==> config.mk <==
export PLATFORM = sky130hd
export DESIGN_NAME = sda_fir_sequencer
export DESIGN_NICKNAME = d
export VERILOG_FILES = /design/src/rtl/sda_fir_sequencer.sv
export SDC_FILE = /design/constraint.sdc
export NUM_CORES = 1
export LEC_CHECK = 0
export CAP_MARGIN = 10
export CELL_PAD_IN_SITES_DETAIL_PLACEMENT = 1
export CELL_PAD_IN_SITES_GLOBAL_PLACEMENT = 2
export CORE_AREA = 2 2 107 109
export DETAILED_ROUTE_END_ITERATION = 8
export DIE_AREA = 0 0 109 111
export GPL_TIMING_DRIVEN = 0
export PLACE_DENSITY = 0.88
export SYNTH_ARGS = -nofsm -noshare
export SYNTH_HDL_FRONTEND = slang
export SYNTH_SLANG_ARGS = --single-unit
==> constraint.sdc <==
create_clock -name clk -period 3.05 [get_ports clk]
set_clock_uncertainty 0.1 [all_clocks]
set_input_delay 0.61 -clock clk [delete_from_list [all_inputs] [get_ports clk]]
set_output_delay 0.61 -clock clk [all_outputs]
set_load 0.02 [all_outputs]
==> src/rtl/sda_fir_sequencer.sv <==
// Sample scheduler for the bit-serial DA FIR core: input FIFO, load/shift/capture
// sequencing for the serial core, and a backpressured result register.
module sda_fir_sequencer #(
  parameter int DATA_W     = 8,
  parameter int OUT_W      = 16,
  parameter int FIFO_DEPTH = 4
) (
  input  logic                        clk,
  input  logic                        RstN,
  input  logic                        flush,
  input  logic                        in_valid,
  output logic                        in_ready,
  input  logic signed [DATA_W-1:0]    in_data,
  output logic                        core_load,
  output logic signed [DATA_W-1:0]    core_x,
  output logic                        core_shift,
  output logic [$clog2(DATA_W)-1:0]   core_bit_idx,
  output logic                        core_msb,
  input  logic signed [OUT_W-1:0]     core_y,
  output logic                        out_valid,
  input  logic                        out_ready,
  output logic signed [OUT_W-1:0]     out_data,
  output logic                        busy,
  output logic [15:0]                 sample_cnt
);

  localparam int BIT_W = $clog2(DATA_W);
  localparam int PTR_W = $clog2(FIFO_DEPTH);
  localparam logic [BIT_W-1:0] LAST_BIT = BIT_W'(DATA_W - 1);
  localparam logic [PTR_W:0]   FULL_CNT = (PTR_W + 1)'(FIFO_DEPTH);

  localparam logic [1:0] S_IDLE  = 2'd0;
  localparam logic [1:0] S_LOAD  = 2'd1;
  localparam logic [1:0] S_SHIFT = 2'd2;
  localparam logic [1:0] S_DONE  = 2'd3;

  logic [1:0]               r_state;
  logic [1:0]               w_state_nxt;
  logic signed [DATA_W-1:0] r_mem [FIFO_DEPTH];
  logic [PTR_W-1:0]         r_wr_ptr;
  logic [PTR_W-1:0]         r_rd_ptr;
  logic [PTR_W:0]           r_count;
  logic signed [DATA_W-1:0] r_x;
  logic [BIT_W-1:0]         r_bit;
  logic                     r_out_valid;
  logic signed [OUT_W-1:0]  r_out_data;
  logic [15:0]              r_cnt;

  logic w_empty;
  logic w_full;
  logic w_push;
  logic w_pop;
  logic w_capture;
  logic w_last_bit;

  assign w_empty    = (r_count == '0);
  assign w_full     = (r_count == FULL_CNT);
  assign w_last_bit = (r_bit == LAST_BIT);
  // A push during flush is dropped; the full check keeps in_valid off every output path.
  assign w_push     = in_valid && !w_full && !flush;
  assign w_capture  = (r_state == S_DONE) && (!r_out_valid || out_ready);
  // DONE pops directly into LOAD so streaming never passes through IDLE.
  assign w_pop      = !flush && !w_empty && ((r_state == S_IDLE) || w_capture);

  always_comb begin
    w_state_nxt = r_state;
    unique case (r_state)
      S_IDLE:  if (!w_empty) w_state_nxt = S_LOAD;
      S_LOAD:  w_state_nxt = S_SHIFT;
      S_SHIFT: if (w_last_bit) w_state_nxt = S_DONE;
      S_DONE:  if (w_capture) w_state_nxt = w_empty ? S_IDLE : S_LOAD;
      default: w_state_nxt = S_IDLE;
    endcase
    if (flush) w_state_nxt = S_IDLE;
  end

  always_ff @(posedge clk or negedge RstN) begin
    if (!RstN) begin
      r_state <= S_IDLE;
    end else begin
      r_state <= w_state_nxt;
    end
  end

  always_ff @(posedge clk) begin
    if (w_push) r_mem[r_wr_ptr] <= in_data;
  end

  // Power-of-two depth lets the pointers wrap naturally.
  always_ff @(posedge clk or negedge RstN) begin
    if (!RstN) begin
      r_wr_ptr <= '0;
      r_rd_ptr <= '0;
      r_count  <= '0;
    end else if (flush) begin
      r_wr_ptr <= '0;
      r_rd_ptr <= '0;
      r_count  <= '0;
    end else begin
      if (w_push) r_wr_ptr <= r_wr_ptr + PTR_W'(1);
      if (w_pop)  r_rd_ptr <= r_rd_ptr + PTR_W'(1);
      if (w_push && !w_pop)      r_count <= r_count + (PTR_W + 1)'(1);
      else if (!w_push && w_pop) r_count <= r_count - (PTR_W + 1)'(1);
    end
  end

  always_ff @(posedge clk or negedge RstN) begin
    if (!RstN) begin
      r_x   <= '0;
      r_bit <= '0;
    end else begin
      if (w_pop) r_x <= r_mem[r_rd_ptr];
      if (flush || r_state == S_LOAD) begin
        r_bit <= '0;
      end else if (r_state == S_SHIFT) begin
        r_bit <= w_last_bit ? '0 : r_bit + BIT_W'(1);
      end
    end
  end

  // A capture and an acceptance in the same cycle leave out_valid set with new data.
  always_ff @(posedge clk or negedge RstN) begin
    if (!RstN) begin
      r_out_valid <= 1'b0;
      r_out_data  <= '0;
      r_cnt       <= '0;
    end else if (flush) begin
      r_out_valid <= 1'b0;
      r_cnt       <= '0;
    end else if (w_capture) begin
      r_out_valid <= 1'b1;
      r_out_data  <= core_y;
      r_cnt       <= r_cnt + 16'd1;
    end else if (out_ready) begin
      r_out_valid <= 1'b0;
    end
  end

  assign in_ready     = !w_full;
  assign core_load    = (r_state == S_LOAD);
  assign core_x       = r_x;
  assign core_shift   = (r_state == S_SHIFT);
  assign core_bit_idx = r_bit;
  assign core_msb     = (r_state == S_SHIFT) && w_last_bit;
  assign out_valid    = r_out_valid;
  assign out_data     = r_out_data;
  assign busy         = (r_state != S_IDLE);
  assign sample_cnt   = r_cnt;

endmodule

==> metrics <==
fin nets=398; core region area=11100 sq um; Clk pwr share=26.7%; die width=109 um; post-synth top area share=35.4%; post-CTS sizing=0; H-tree depth=3; Unique masters post-synth=42; total gr overflow=0; Setup Buffers After CTS=0; WL per Instance=15.8 um; die area=12100 sq um; Seq/Total Area, Yosys=61.1%; # hold bufs at CTS=0; cts bufs inserted=9; die height=111 um; synthesized flop and latch total=85; first-pass GRT wire length=13.2 mm; startpoint types=primary input; DR vias/cell=4.77; final setup TNS=0 ps; Max Freq=374 MHz; largest cells by area after synthesis=dfrtp_1 (35%), edfxtp_1 (26%), mux2_2 (7.8%); largest buffer count on any clock path=2; Max VDD drop=0.272 mV; Mapped Cells=269; share of layout cells above drive strength 1=between 10% and 20%; Sw Pwr=about 0.0013 W; mapped cell area=3740 sq um; total track usage=14.1%; RePlAce Congestion=0.709; required time worst endpoint=approximately 3200 ps; largest net degree at the start of global routing=40; antenna viol nets, final=0; ys flop type=dfrtp_1; P&R area growth vs syn=33.1%; Synth Warn #=0; Clock Sinks=85; Leak=around 2.0 nW; Final period util=87.7%; status=complete, no violations; register area=2290 sq um; asr flop ratio synth=62.4%; final wirelength=7.97 mm; max-cap violations=0; Fin. Hold Viols=0; Worst slew margin=50.2%; Clock transition at path regs=around 70 ps; ANT cells=0; post-detail-place hpwl=5.73 mm; Worst-Skew Late Latency=340 ps; WP data arrival=2820 ps; WHS=97.0 ps; hold crit path type=primary input to async pin; Yosys top cell by area=dfrtp_1; unrepaired setup endpoints after global routing=false; Post-synth EDFFs=32; Mapped Avg Cell Area=~14 sq um; DR DRC count=0; Post-Syn Nets=between 300 and 400; TritonRoute pass-1 iters=4; dpl cells=489; Slew Limit Fails=0; CTS tree=built; register share of total power=38.8%; vias in the first global route=2586; Starting Density=between 30 and 40%; Final setup viols=0; Final min period=2680 ps; initial antenna violation count=0; WS Path Type=primary input to register; clock root buffer=clkbuf_16; multi-input logic area=1330 sq um; maximum fanout along the worst path=9; vias after detailed routing=2409; Initial DRC Count=69; Internal=0.00268 W; Final Non-Filler Cells=505; IO Count=78; # fillers=1163; Slew @ Worst Pin=~740 ps; Comb pwr share=between 30 and 40%; row count=39; Net Sw Frac=32.2%; power per cell area=793 nW/um^2; Buffers on Ports=76; CP Capture Type=register
routing by layer:
metal	up-vias	GRT usage [%]	wire, um
li1	1142	-	-
met1	1203	17.1	3420
met2	56	24.6	4130
met3	8	3.29	319
met4	0	4.36	99
met5	-	0	0
critical path, stage by stage:
cell and delay (ps):
clkdlybuf4s50_1 470, nand2b_4 130, buf_12 120, a21oi_4 70, nor2_1 240, nor3_1 110
fa_1 430, inv_1 100, nand3_1 100, mux2_4 290, o31ai_4 160
flip-flops by register name, indices dropped and copies added (netlist names):
register      count
core_bit_idx      3
core_x            8
out_data         16
out_valid         1
r_count           3
r_mem            32
r_rd_ptr          2
r_state           2
r_wr_ptr          2
sample_cnt       16
Yosys cell counts, drive strengths merged, types with 6 or more instances:
cell / instances
dfrtp: 53
edfxtp: 32
mux2: 27
nor2: 24
inv: 14
ha: 11
xnor2: 10
a21oi: 9
nand2: 9
nand3: 9
mux4: 8
nor3: 8
buf: 7
and2: 6
o21ai: 6
or3: 6
cell families (layout without fill, tap and decap cells):
kind of cell    after synthesis  count (layout)  share of synthesized area (%)
fa+ha+maj                    12              12                           4.21
simple gates                 74              74                           10.2
mux                          38              38                           13.8
flops                        85              85                           61.1
xor+xnor                     14              14                           3.27
compound gates               21              21                           4.04
buf+inv                      25             118                           3.34
final timing paths:
check / depth (start not counted) / to / startpoint / slack (ps)
worst min register to register: 1 / out_data[4] / out_data[4] / 410
worst max register to register: 10 / r_count[2] / r_state[0] / 550
min in group clk: 1 / out_data[4] / out_data[4] / 410
worst max-delay path: 11 / r_count[2] / out_ready / 370
worst min-delay path: 1 / core_x[2] / RstN / 100
max in group asynchronous: 2 / sample_cnt[15] / RstN / 2200
cell type report:
cell class,instances,share of cell area [%]
clock buffers,9,4.52
clock inverters,7,1.23
well taps,143,3.59
plain buffers,11,1.46
inverters,14,1.05
repair buffers,77,15.6
flip-flops and latches,85,45.9
multi-input cells,159,26.7
metrics by stage:
stage          power, W  setup WS, ps  util [%]  area (sq um)
2_1_floorplan   0.00237           628         -          3740
3_3_place_gp    0.00289          -498      42.3          4680
3_5_place_dp    0.00294          31.4      42.4          4700
4_1_cts         0.00402           362      45.0          4990
5_1_grt         0.00417           221      45.0          4990
6_report        0.00395           375      45.0          4990
power groups by stage:
stage | Sequential, W | Clock [W] | Combinational [W]
5_1_grt | 0.00156 | 0.00113 | 0.00148
3_3_place_gp | 0.00155 | 0 | 0.00134
4_1_cts | 0.00153 | 0.00109 | 0.00139
3_5_place_dp | 0.00156 | 0 | 0.00139
2_1_floorplan | 0.00173 | 0 | 0.000644
6_report | 0.00153 | 0.00105 | 0.00137
cell usage in the layout (no fill, tap or decap), types with 2 or more instances in the layout:
master | Yosys | final
clkdlybuf4s50_1 | 0 | 75
dfrtp_1 | 53 | 53
edfxtp_1 | 32 | 32
mux2_2 | 26 | 26
nor2_1 | 24 | 24
inv_1 | 14 | 14
ha_1 | 11 | 11
xnor2_1 | 10 | 10
nand3_1 | 9 | 9
clkbuf_16 | 0 | 9
nor3_1 | 8 | 8
nand2_1 | 8 | 8
a21oi_1 | 8 | 8
mux4_2 | 8 | 8
and2_1 | 6 | 6
o21ai_0 | 6 | 6
or3_1 | 6 | 6
clkbuf_1 | 4 | 4
buf_2 | 3 | 4
xor2_1 | 4 | 4
nand4_1 | 3 | 3
mux2i_1 | 3 | 3
inv_6 | 0 | 3
buf_12 | 1 | 2
and3_1 | 2 | 2
inv_8 | 0 | 2
No activity file was read; power rests on OpenSTA's default activity.
